$ cat config.mk
export PLATFORM = sky130hd
export DESIGN_NAME = alu_issue_ctrl
export DESIGN_NICKNAME = d
export VERILOG_FILES = /design/src/rtl/alu_issue_ctrl_pkg.sv /design/src/rtl/alu_issue_ctrl_op_decode.sv /design/src/rtl/alu_issue_ctrl.sv
export SDC_FILE = /design/constraint.sdc
export NUM_CORES = 1
export LEC_CHECK = 0
export CAP_MARGIN = 30
export CORE_ASPECT_RATIO = 0.8
export CORE_MARGIN = 1.5
export CORE_UTILIZATION = 45
export DETAILED_ROUTE_END_ITERATION = 8
export PLACE_DENSITY = 0.86
export SLEW_MARGIN = 10
export SYNTH_ARGS = -nofsm -noshare
export SYNTH_HDL_FRONTEND = slang
export SYNTH_SLANG_ARGS = --single-unit
export TNS_END_PERCENT = 20
$ cat constraint.sdc
create_clock -name clk -period 3.1 [get_ports clk]
set_input_delay 0.31 -clock clk [delete_from_list [all_inputs] [get_ports clk]]
set_output_delay 0.31 -clock clk [all_outputs]
set_load 0.005 [all_outputs]
$ cat src/rtl/alu_issue_ctrl_pkg.sv
// Shared definitions for the ALU issue controller: ALUop one-hot codes,
// MIPS opcode/funct values, FSM state encoding and immediate-extension helpers.
package alu_issue_ctrl_pkg;

  localparam int DATA_WIDTH = 32;
  localparam int OP_WIDTH   = 12;

  localparam logic [OP_WIDTH-1:0] ALUOP_ADD  = 12'h001;
  localparam logic [OP_WIDTH-1:0] ALUOP_SUB  = 12'h002;
  localparam logic [OP_WIDTH-1:0] ALUOP_AND  = 12'h004;
  localparam logic [OP_WIDTH-1:0] ALUOP_OR   = 12'h008;
  localparam logic [OP_WIDTH-1:0] ALUOP_NOR  = 12'h010;
  localparam logic [OP_WIDTH-1:0] ALUOP_XOR  = 12'h020;
  localparam logic [OP_WIDTH-1:0] ALUOP_SLT  = 12'h040;
  localparam logic [OP_WIDTH-1:0] ALUOP_SLTU = 12'h080;
  localparam logic [OP_WIDTH-1:0] ALUOP_SLL  = 12'h100;
  localparam logic [OP_WIDTH-1:0] ALUOP_SRL  = 12'h200;
  localparam logic [OP_WIDTH-1:0] ALUOP_SRA  = 12'h400;
  localparam logic [OP_WIDTH-1:0] ALUOP_LUI  = 12'h800;

  localparam logic [5:0] OPC_RTYPE = 6'h00;
  localparam logic [5:0] OPC_ADDI  = 6'h08;
  localparam logic [5:0] OPC_ADDIU = 6'h09;
  localparam logic [5:0] OPC_SLTI  = 6'h0a;
  localparam logic [5:0] OPC_SLTIU = 6'h0b;
  localparam logic [5:0] OPC_ANDI  = 6'h0c;
  localparam logic [5:0] OPC_ORI   = 6'h0d;
  localparam logic [5:0] OPC_XORI  = 6'h0e;
  localparam logic [5:0] OPC_LUI   = 6'h0f;

  localparam logic [5:0] FN_SLL  = 6'h00;
  localparam logic [5:0] FN_SRL  = 6'h02;
  localparam logic [5:0] FN_SRA  = 6'h03;
  localparam logic [5:0] FN_SLLV = 6'h04;
  localparam logic [5:0] FN_SRLV = 6'h06;
  localparam logic [5:0] FN_SRAV = 6'h07;
  localparam logic [5:0] FN_ADD  = 6'h20;
  localparam logic [5:0] FN_ADDU = 6'h21;
  localparam logic [5:0] FN_SUB  = 6'h22;
  localparam logic [5:0] FN_SUBU = 6'h23;
  localparam logic [5:0] FN_AND  = 6'h24;
  localparam logic [5:0] FN_OR   = 6'h25;
  localparam logic [5:0] FN_XOR  = 6'h26;
  localparam logic [5:0] FN_NOR  = 6'h27;
  localparam logic [5:0] FN_SLT  = 6'h2a;
  localparam logic [5:0] FN_SLTU = 6'h2b;

  typedef enum logic [1:0] {
    ST_IDLE = 2'd0,
    ST_EXEC = 2'd1,
    ST_DONE = 2'd2
  } state_t;

  function automatic logic [DATA_WIDTH-1:0] signExt16(input logic [15:0] imm);
    return {{(DATA_WIDTH-16){imm[15]}}, imm};
  endfunction

  function automatic logic [DATA_WIDTH-1:0] zeroExt16(input logic [15:0] imm);
    return {{(DATA_WIDTH-16){1'b0}}, imm};
  endfunction

endpackage

$ cat src/rtl/alu_issue_ctrl_op_decode.sv
// Combinational MIPS decoder: maps one instruction plus register operands to
// the one-hot ALUop, the A/B operands, the overflow-trap flag and an illegal flag.
module alu_op_decode
  import alu_issue_ctrl_pkg::*;
(
  input  logic [31:0]           i_inst,
  input  logic [DATA_WIDTH-1:0] i_rsVal,
  input  logic [DATA_WIDTH-1:0] i_rtVal,
  output logic [OP_WIDTH-1:0]   o_aluOp,
  output logic [DATA_WIDTH-1:0] o_aluA,
  output logic [DATA_WIDTH-1:0] o_aluB,
  output logic                  o_trap,
  output logic                  o_illegal
);

  logic [5:0]  w_opcode;
  logic [5:0]  w_funct;
  logic [4:0]  w_shamt;
  logic [15:0] w_imm;
  logic        w_unusedRegFields;

  assign w_opcode = i_inst[31:26];
  assign w_funct  = i_inst[5:0];
  assign w_shamt  = i_inst[10:6];
  assign w_imm    = i_inst[15:0];
  // Register numbers are resolved upstream; only their values arrive here.
  assign w_unusedRegFields = ^i_inst[25:16];

  // Defaults cover the common A=rs, B=rt form; cases override only what differs.
  always_comb begin
    o_aluOp   = '0;
    o_aluA    = i_rsVal;
    o_aluB    = i_rtVal;
    o_trap    = 1'b0;
    o_illegal = 1'b0;
    case (w_opcode)
      OPC_RTYPE: begin
        case (w_funct)
          FN_ADD:  begin o_aluOp = ALUOP_ADD; o_trap = 1'b1; end
          FN_ADDU: o_aluOp = ALUOP_ADD;
          FN_SUB:  begin o_aluOp = ALUOP_SUB; o_trap = 1'b1; end
          FN_SUBU: o_aluOp = ALUOP_SUB;
          FN_AND:  o_aluOp = ALUOP_AND;
          FN_OR:   o_aluOp = ALUOP_OR;
          FN_XOR:  o_aluOp = ALUOP_XOR;
          FN_NOR:  o_aluOp = ALUOP_NOR;
          FN_SLT:  o_aluOp = ALUOP_SLT;
          FN_SLTU: o_aluOp = ALUOP_SLTU;
          FN_SLL:  begin o_aluOp = ALUOP_SLL; o_aluA = DATA_WIDTH'(w_shamt); end
          FN_SRL:  begin o_aluOp = ALUOP_SRL; o_aluA = DATA_WIDTH'(w_shamt); end
          FN_SRA:  begin o_aluOp = ALUOP_SRA; o_aluA = DATA_WIDTH'(w_shamt); end
          FN_SLLV: o_aluOp = ALUOP_SLL;
          FN_SRLV: o_aluOp = ALUOP_SRL;
          FN_SRAV: o_aluOp = ALUOP_SRA;
          default: o_illegal = 1'b1;
        endcase
      end
      OPC_ADDI:  begin o_aluOp = ALUOP_ADD;  o_aluB = signExt16(w_imm); o_trap = 1'b1; end
      OPC_ADDIU: begin o_aluOp = ALUOP_ADD;  o_aluB = signExt16(w_imm); end
      OPC_SLTI:  begin o_aluOp = ALUOP_SLT;  o_aluB = signExt16(w_imm); end
      OPC_SLTIU: begin o_aluOp = ALUOP_SLTU; o_aluB = signExt16(w_imm); end
      OPC_ANDI:  begin o_aluOp = ALUOP_AND;  o_aluB = zeroExt16(w_imm); end
      OPC_ORI:   begin o_aluOp = ALUOP_OR;   o_aluB = zeroExt16(w_imm); end
      OPC_XORI:  begin o_aluOp = ALUOP_XOR;  o_aluB = zeroExt16(w_imm); end
      OPC_LUI:   begin o_aluOp = ALUOP_LUI;  o_aluA = '0; o_aluB = zeroExt16(w_imm); end
      default:   o_illegal = 1'b1;
    endcase
  end

endmodule

$ cat src/rtl/alu_issue_ctrl.sv
// ALU issue controller: accepts an instruction over valid/ready, drives the
// external combinational ALU for one cycle, and holds the captured result until consumed.
module alu_issue_ctrl
  import alu_issue_ctrl_pkg::*;
(
  input  logic                  clk,
  input  logic                  rst,
  input  logic                  in_valid,
  output logic                  in_ready,
  input  logic [31:0]           inst,
  input  logic [DATA_WIDTH-1:0] rs_val,
  input  logic [DATA_WIDTH-1:0] rt_val,
  output logic [DATA_WIDTH-1:0] alu_A,
  output logic [DATA_WIDTH-1:0] alu_B,
  output logic [OP_WIDTH-1:0]   alu_op,
  input  logic [DATA_WIDTH-1:0] alu_result,
  input  logic                  alu_overflow,
  input  logic                  alu_zero,
  output logic                  out_valid,
  input  logic                  out_ready,
  output logic [DATA_WIDTH-1:0] out_result,
  output logic                  out_overflow,
  output logic                  out_zero,
  output logic                  out_illegal
);

  logic [OP_WIDTH-1:0]   w_decOp;
  logic [DATA_WIDTH-1:0] w_decA;
  logic [DATA_WIDTH-1:0] w_decB;
  logic                  w_decTrap;
  logic                  w_decIllegal;

  state_t                r_state;
  logic                  r_inReady;
  logic [OP_WIDTH-1:0]   r_aluOp;
  logic [DATA_WIDTH-1:0] r_aluA;
  logic [DATA_WIDTH-1:0] r_aluB;
  logic                  r_trap;
  logic                  r_outValid;
  logic [DATA_WIDTH-1:0] r_outResult;
  logic                  r_outOverflow;
  logic                  r_outZero;
  logic                  r_outIllegal;

  // Decoding straight from the inputs lets the latch store decoded fields, not the raw word.
  alu_op_decode u_decode (
    .i_inst    (inst),
    .i_rsVal   (rs_val),
    .i_rtVal   (rt_val),
    .o_aluOp   (w_decOp),
    .o_aluA    (w_decA),
    .o_aluB    (w_decB),
    .o_trap    (w_decTrap),
    .o_illegal (w_decIllegal)
  );

  // r_aluOp is loaded on entry to EXEC and cleared on leaving it, so it is nonzero only in EXEC.
  always_ff @(posedge clk) begin
    if (rst) begin
      r_state       <= ST_IDLE;
      r_inReady     <= 1'b1;
      r_aluOp       <= '0;
      r_aluA        <= '0;
      r_aluB        <= '0;
      r_trap        <= 1'b0;
      r_outValid    <= 1'b0;
      r_outResult   <= '0;
      r_outOverflow <= 1'b0;
      r_outZero     <= 1'b0;
      r_outIllegal  <= 1'b0;
    end else begin
      case (r_state)
        ST_IDLE: begin
          if (in_valid) begin
            r_inReady <= 1'b0;
            r_aluA    <= w_decA;
            r_aluB    <= w_decB;
            r_trap    <= w_decTrap;
            if (w_decIllegal) begin
              r_state       <= ST_DONE;
              r_outValid    <= 1'b1;
              r_outResult   <= '0;
              r_outOverflow <= 1'b0;
              r_outZero     <= 1'b0;
              r_outIllegal  <= 1'b1;
            end else begin
              r_state <= ST_EXEC;
              r_aluOp <= w_decOp;
            end
          end
        end
        ST_EXEC: begin
          r_state       <= ST_DONE;
          r_aluOp       <= '0;
          r_outValid    <= 1'b1;
          r_outResult   <= alu_result;
          r_outOverflow <= alu_overflow & r_trap;
          r_outZero     <= alu_zero;
          r_outIllegal  <= 1'b0;
        end
        ST_DONE: begin
          if (out_ready) begin
            r_state    <= ST_IDLE;
            r_outValid <= 1'b0;
            r_inReady  <= 1'b1;
          end
        end
        default: begin
          r_state   <= ST_IDLE;
          r_inReady <= 1'b1;
          r_aluOp   <= '0;
        end
      endcase
    end
  end

  assign in_ready     = r_inReady;
  assign alu_op       = r_aluOp;
  assign alu_A        = r_aluA;
  assign alu_B        = r_aluB;
  assign out_valid    = r_outValid;
  assign out_result   = r_outResult;
  assign out_overflow = r_outOverflow;
  assign out_zero     = r_outZero;
  assign out_illegal  = r_outIllegal;

endmodule
; Word-level counts from Yosys, hierarchy flattened
; Index checks and enable logic that the tools add are counted.
[totals]
ff_bits = 116
in_bits = 134
out_inout_bits = 113
wordCells = 97
[op_classes]
n_eq_ne = 29
mux = 31
bitwise = 3
n_reduce_logical = 23
[op_table]
columns = operator, count
row1 = 32-bit case mux with 2 select lines, 3
row2 = 11-bit case mux with 11 select lines, 1
row3 = 32-bit 2-to-1 mux, 3
row4 = 12-bit case mux with 8 select lines, 1
row5 = 6-bit == test (second input constant), 10
row6 = 6-bit by 4-bit == test with 1-bit output (second input constant), 8
row7 = 12-bit 2-to-1 mux, 2
row8 = 12-bit case mux with 2 select lines, 1
row9 = 6-bit by 3-bit == test with 1-bit output (second input constant), 3
row10 = 16-bit OR reduction, 1
row11 = 2-bit OR reduction, 7
row12 = 6-bit by 2-bit == test with 1-bit output (second input constant), 2
row13 = 6-bit logical NOT, 2
row14 = 1-bit case mux with 2 select lines, 5
row15 = 1-bit 2-to-1 mux, 9
row16 = 3-bit AND reduction, 3
row17 = 4-bit OR reduction, 2
row18 = 8-bit OR reduction, 1
row19 = 2-bit 2-to-1 mux, 3
row20 = 2-bit != test (second input constant), 3
row21 = 1-bit case mux with 3 select lines, 2
row22 = 2-bit case mux with 3 select lines, 1
row23 = 2-bit AND reduction, 2
row24 = 4-bit AND reduction, 1
row25 = 9 further kinds, 10

; Depth between registers and ports, before layout
; Gate-level depths: netlist of run 1.
[logic_depth]
ltp_word = 7
depth_mapped = 8
depth_no_buf = 7

; Hierarchy
; From an unflattened synthesis of run 1, not the netlist that was laid out.
[hier_totals]
hier_cells = 707
area_unflattened_um2 = 5331.4
[modules_own_cells]
columns = mod, instances, cells_per_inst, area_per_inst_um2, seq_area_each_um2
row1 = alu_issue_ctrl, 1, 544, 4429.2, 2322.2
row2 = alu_op_decode, 1, 163, 902.1, 0.0

; Worst setup path after synthesis of run 1
; No wires, ideal clock.
[synth_path]
path_type = input to register
from = in inst[0]
to = reg r_aluOp[2] (netlist: alu_op[2])
setup_ns = 0.121
arrival_time_ns = 1.866
required_ns = 2.979
path_slack_ns = 1.113
path_stages = 7
path_buffers = 2
path_cell_list = buf_2 nor2b_1 a2111o_1 a31oi_4 o21ai_2 buf_6 mux2_4
[synth_via]
elab_chain_len = 7
elab_cells_between_ends = 31
classes_between = 16 x eq/ne / 7 x mux / 8 x reduce/logical
[synth_lines]
columns = element, line_no
row1 = start: declaration, alu_issue_ctrl.sv:10  ; input logic [31:0] inst,
row2 = "6-bit by 2-bit == test with 1-bit output, or another cell as far along", alu_issue_ctrl_op_decode.sv:38  ; case (w_funct)
row3 = 2-bit OR reduction (no source line), -
row4 = 11-bit case mux with 11 select lines, alu_issue_ctrl_op_decode.sv:38
row5 = 12-bit case mux with 8 select lines, alu_issue_ctrl_op_decode.sv:36  ; case (w_opcode)
row6 = 12-bit 2-to-1 mux, alu_issue_ctrl.sv:79  ; if (w_decIllegal) begin
row7 = 12-bit 2-to-1 mux, alu_issue_ctrl.sv:74  ; if (in_valid) begin
row8 = 12-bit case mux with 2 select lines, alu_issue_ctrl.sv:72  ; case (r_state)
row9 = end signal: assignment, alu_issue_ctrl.sv:88  ; r_aluOp <= w_decOp;
row10 = end: declaration, alu_issue_ctrl.sv:35  ; logic [OP_WIDTH-1:0] r_aluOp;
; Parallel ways exist; a longest one is shown, timed or not. The select of a mux whose other input is x is not followed.
; A chain may end at the register's enable or synchronous reset.

; Final worst setup path of run 1
[layout_path]
from = in inst[1]
to = reg r_state[1]
[layout_via]
elab_chain_len = 7
elab_cells_between_ends = 22
classes_between = 15 x eq/ne / 5 x mux / 2 x reduce/logical
[layout_lines]
columns = element, line_no
row1 = "6-bit == test, or another cell as far along", alu_issue_ctrl_op_decode.sv:38
row2 = 16-bit OR reduction (no source line) (*), -
row3 = 1-bit 2-to-1 mux (*), alu_issue_ctrl_op_decode.sv:38
row4 = 1-bit case mux with 2 select lines (*), alu_issue_ctrl_op_decode.sv:36
row5 = 2-bit 2-to-1 mux (*), alu_issue_ctrl.sv:79
row6 = 2-bit 2-to-1 mux (*), alu_issue_ctrl.sv:74
row7 = 2-bit case mux with 3 select lines (*), alu_issue_ctrl.sv:72
row8 = end signal: assignment, alu_issue_ctrl.sv:80  ; r_state <= ST_DONE;
row9 = end signal: assignment, alu_issue_ctrl.sv:87  ; r_state <= ST_EXEC;
row10 = end signal: assignment, alu_issue_ctrl.sv:93  ; r_state <= ST_DONE;
row11 = end: declaration, alu_issue_ctrl.sv:33  ; state_t r_state;
; Every way passes the cells marked *; elsewhere a longest branch is shown, timed or not. The select of a mux whose other input is x is not followed.

==> results.toml, run 1 <==
[die]
die_height_um = 100.2
die-area_um2 = 12480
fp-row-count = 35
io_pins = 247
initial_core_util = 0.4618
die_x_um = 124.6
design.core.area_um2 = 11520

[clocking]
cts_root_buffer = "clkbuf_16"
cts_resized = 0
ctsHoldBuffers = 0
post-cts-setup-buffers = 0
clk_path_buf_depth = 2
htree_num_levels = 4
insertion_delay_ns = 0.41
cts_tree = "done"
numCtsBuffers = 17
cts_sinks = 116
cts.clk_slew.worst_paths_ns = 0.05

[worst_setup_path]
cp.arrival_ns = 2.63
cp.required_ns = 3.39
crit_fanout = 35
crit_path_end_kind = "register"
critPathLaunchType = "primary input"
crit_type = "in2reg"

[layout]
antenna_cells = 0
syn_to_final_growth_pct = 57.05
multiInputGateArea_um2 = 2713
drive_above_1_share = 0.1152
seq_area_um2 = 2322
final_common_cell = "clkdlybuf4s50_1"
final_nets = 941
fin_cells = 964
final_cell_mix = "clkdlybuf4s50_1 (235), dfxtp_1 (116), nor2_1 (72)"
post-route-cell-area_um2 = 8353
nFillCells = 808

[synthesis]
ys_seq_area_frac = 0.4366
synthArstFlopShare = 0
synth_cell_types = 57
ys_seq_elements = 116
synth-edff-count = 0
netlist_instances = 592
synth_flop_cell = "dfxtp_1"
synth_warnings = 0
syn_area_per_cell_um2 = 8.985
syn_nets = 729
synthesis.area_um2 = 5319

[power]
power_density_nw_per_um2 = 539.1
p_total_w = 0.004503
p_leak_nw = 3.070
ir_worst_vdd_v = 0.0004677

[placed_design]
pre_cts_ws_ns = 0.3899
io_buffers = 236
place_hpwl_um = 11180
place_inst = 933
gp_congestion = 0.9185
place_area_um2 = 7742

[grt]
grt_start_max_net_pins = 69
grt_usage = 0.2630
first_global_vias = 5467
grt_overflow = 0
grt_pass1_wl_um = 26910
grt_antenna_before_repair = 0

[routing]
drt_iter0_markers = 435
first_pass_iters = 6
avgRoutedWirePerCell_um = 17.31
drt_wl_total_um = 16690
routed-via-count = 5521
detail-route-antenna-nets = 0
vias_per_cell = 5.727
drc = 0

[timing]
tns_ns = 0
max_slew_margin = 0.5402
worst_pin_slew_ns = 0.6897
rsz0062_at_grt = "false"
finalCriticalPeriod_ns = 2.345
slew_viol_final = 0
finalSetupViolations = 0
clock.fmax_mhz = 426.4
finClkSkew_ns = 0.01244
layout_setup_ws_ns = 0.7549
fin_crit_sh = 0.7565
hold_viol = 0

[outcome]
outcome = "complete, no violations"

[flow_run]
max_cap_viol_count = 0

[worst_hold_path]
hp-class = "in2reg"
==> area by class of cell <==
class | instances | share of cell area
Clock inverter | 9 | 0.01513
Sequential cell | 116 | 0.2780
Multi-Input combinational cell | 409 | 0.3247
Tap cell | 148 | 0.02217
Inverter | 8 | 0.003595
Timing Repair Buffer | 252 | 0.2984
Clock buffer | 22 | 0.05797
==> registers in the layout, indices dropped and copies added, names as in the netlist <==
signal        flops
alu_A            32
alu_B            32
out_result       32
alu_op           12
r_state           2
in_ready          1
out_illegal       1
out_overflow      1
out_valid         1
out_zero          1
r_trap            1
==> path summary, 6_finish.rpt <==
kind	startpoint	to	slack [ns]	cells after the start
max	inst[1]	r_state[1]	0.75	7
max reg2reg	r_state[0]	out_result[1]	0.77	7
min reg2reg	r_trap	r_trap	0.47	2
min	rst	alu_A[14]	0.45	2
==> report_power, final <==
group          internal, W  switching [W]  leakage [nW]
Sequential         0.00159      0.0000542         0.948
Combinational     0.000436       0.000407          1.82
Clock              0.00134       0.000674         0.302
==> kinds of logic after synthesis <==
kind of cell | share of synthesized area
AO/OA/AOI/OAI | 0.2905
buffers and inverters | 0.05716
flip-flops | 0.4366
adder cells (fa/ha/maj) | 0.007058
AND/OR/NAND/NOR | 0.1753
multiplexers | 0.03340
==> metal layers <==
layer / vias to the layer above / part of all wire / global-route usage / wire (µm)
met5: - / 0 / 0 / 0
met4: 0 / 0.029 / 0.1070 / 484
met3: 45 / 0.085 / 0.09222 / 1418
met2: 262 / 0.47 / 0.4353 / 7921
met1: 2612 / 0.41 / 0.3150 / 6865
li1: 2602 / - / - / -
==> synthesized netlist by cell type (all sizes together), types with 14 or more instances <==
| master | number | area (µm²) |
|---|---|---|
| dfxtp | 116 | 2322 |
| nor2 | 73 | 274.0 |
| o211ai | 67 | 648.1 |
| a21oi | 57 | 285.3 |
| nand2 | 42 | 160.2 |
| clkbuf | 31 | 116.4 |
| buf | 28 | 157.7 |
| a22oi | 27 | 202.7 |
| nor3 | 25 | 130.1 |
| a311oi | 17 | 148.9 |
| mux2i | 14 | 140.1 |
==> stage by stage <==
step             util  hold WS, ns
2_1_floorplan       -       0.4365
3_3_place_gp   0.6722       0.4499
3_5_place_dp   0.6722       0.4556
4_1_cts        0.7253       0.4261
5_1_grt        0.7253       0.4648
6_report       0.7253       0.4517
==> critical path, stage by stage <==
cell,delay [ns]
clkdlybuf4s50_1,0.74
nor2b_1,0.17
a2111o_1,0.48
a31oi_4,0.20
buf_4,0.38
nor2_1,0.07
o31a_1,0.27
(Power assumes the default switching activity.)
==> inputs of run 2 (changes only) <==
CORE_UTILIZATION = 38   (was 45)
PLACE_DENSITY = 0.78   (was 0.86)
clock period = 2.1 ns   (was 3.1 ns; I/O delays follow)
==> run 2 against run 1 <==
Combinational power is 61% higher. Global-route usage shrank 2.6 points. Sequential share of layout area down 1.4 points. Core utilization is 7.7 points lower. Clock power grew 61%. Final area is 5.5% higher. Sequential cell count is the same. Die area is 18% higher. Critical endpoint is now alu_op[6]. Wire length up 6.0%.
==> results.toml, run 2 (synthesis gave the netlist of run 1 again) <==
[outcome]
outcome = "complete, no violations"

[worst_setup_path]
crit_type = "in2reg"
worst_path_max_delay_cell = "clkdlybuf4s50_1"
cp.required_ns = 2.43
critical_path.max_stage_delay_ns = 0.61
crit_path_end_kind = "register"
r2r_slack_ns = 0.18
crit_chain = "clkdlybuf4s50_1 > or3b_2 > buf_4 > o41ai_1 > nand2_1 > mux2i_1"
critPathCapture = "alu_op[6]"
critPathLaunchType = "primary input"
worst-path-stages = 6
cp.arrival_ns = 2.29
crit_fanout = 35
cpLargestDelayFamily = "buffers and inverters"
r2r_cells = 9
cp_num_buf_inv = 2
r2r-end = "out_result[3]"
critPathLaunch = "inst[29]"
r2r_start = "r_state[0]"

[placed_design]
place_area_um2 = 8125
place_inst = 999
gp_congestion = 0.9050
io_buffers = 236
place_hpwl_um = 12340
pre_cts_ws_ns = -0.3361

[layout]
syn_to_final_growth_pct = 65.63
final_cell_mix = "clkdlybuf4s50_1 (235), dfxtp_1 (116), nor2_1 (72)"
fin_cells = 1033
final_common_cell = "clkdlybuf4s50_1"
drive_above_1_share = 0.1536
antenna_cells = 0
post-route-cell-area_um2 = 8810
final_nets = 977

[timing]
slew_viol_final = 0
tns_ns = 0
rsz0062_at_grt = "false"
finalSetupViolations = 0
finalCriticalPeriod_ns = 1.963
finClkSkew_ns = 0.006330
clock.fmax_mhz = 509.5
worst_pin_slew_ns = 0.6302
layout_setup_ws_ns = 0.1374
hold_viol = 0
max_slew_margin = 0.5798
fin_crit_sh = 0.9346

[die]
die-area_um2 = 14720
design.core.area_um2 = 13600
initial_core_util = 0.3911
io_pins = 247
fp-row-count = 38
die_height_um = 108.8
die_x_um = 135.3

[routing]
drc = 0
drt_iter0_markers = 416
detail-route-antenna-nets = 0
routed-via-count = 5519
first_pass_iters = 5
vias_per_cell = 5.343
avgRoutedWirePerCell_um = 17.13
drt_wl_total_um = 17700

[worst_hold_path]
hp-class = "in2reg"

[grt]
first_global_vias = 5508
grt_start_max_net_pins = 62
grt_pass1_wl_um = 27440
grt_antenna_before_repair = 0
grt_usage = 0.2370
grt_overflow = 0

[clocking]
ctsHoldBuffers = 0
cts_sinks = 116
cts_root_buffer = "clkbuf_16"
numCtsBuffers = 17
insertion_delay_ns = 0.41
clk_path_buf_depth = 2
htree_num_levels = 4
cts.clk_slew.worst_paths_ns = 0.05
cts_tree = "done"

[power]
p_total_w = 0.007025
power_density_nw_per_um2 = 797.4
p_leak_nw = 3.291
ir_worst_vdd_v = 0.0006412

[flow_run]
max_cap_viol_count = 0
-- run 2: cell types whose count changed in the layout (fill, tap and decap cells not counted), moves of 2 or more --
cell / delta
clkbuf_1: +3
buf_12: +7
clkinv_2: -3
bufinv_16: +2
buf_4: +27
buf_6: +2
-- run 2: power by group --
group          leakage (nW)  internal (W)  switching (W)
registers             0.948       0.00235      0.0000802
clock network         0.315       0.00220        0.00103
logic                  2.03      0.000737       0.000628
-- run 2: area by class of cell --
type                    instances  area (µm²)
clock buffers                  24       481.7
clock inverters                 8       171.4
fillers                      1129        4788
inverters                       8       33.78
multi-input cells             409        2718
flip-flops and latches        116        2322
well taps                     180       225.2
repair buffers                288        2858
-- run 2: worst reg2reg max path: stages, from the launching register on --
cell and delay, ns:
dfxtp_1 0.33, inv_1 0.09, ha_2 0.28, clkinvlp_4 0.24
nand2_1 0.20, o31ai_4 0.11, buf_4 0.17, buf_12 0.14
o211ai_2 0.14, a21oi_1 0.09
-- run 2: metrics by stage --
stage	utilization	hold slack [ns]
floorplan	-	0.3516
global placement	0.5975	0.4536
detailed placement	0.5975	0.4593
CTS	0.6456	0.07367
global route	0.6479	0.07677
finish	0.6479	0.08963
-- run 2: what timing repair did --
action | CTS | global route
hold endpoints to repair | 0 | 0
setup buffers | 0 | 2
setup endpoints to repair | 0 | 72
gates resized for setup | 0 | 5
-- run 2: layer usage --
| layer | wire length (µm) | vias to the layer above | global-route usage |
|---|---|---|---|
| li1 | - | 2671 | - |
| met1 | 7420 | 2595 | 0.2799 |
| met2 | 8532 | 229 | 0.4052 |
| met3 | 1508 | 24 | 0.08043 |
| met4 | 235 | 0 | 0.07834 |
| met5 | 0 | - | 0 |
-- run 2: how the worst min path moves through the flow --
stage                   startpoint              to  cells past startpoint
detailed placement          r_trap          r_trap                      2
global placement            r_trap          r_trap                      2
floorplan           alu_result[10]  out_result[10]                      2
CTS                            rst  out_result[18]                      2
global route                   rst  out_result[18]                      2
finish                         rst          r_trap                      2
==> inputs of run 3 (changes only) <==
CTS_CLUSTER_DIAMETER = 80   (was unset)
==> results of run 3 <==
No change in the layout: final DEF, timing and power equal those of run 2.
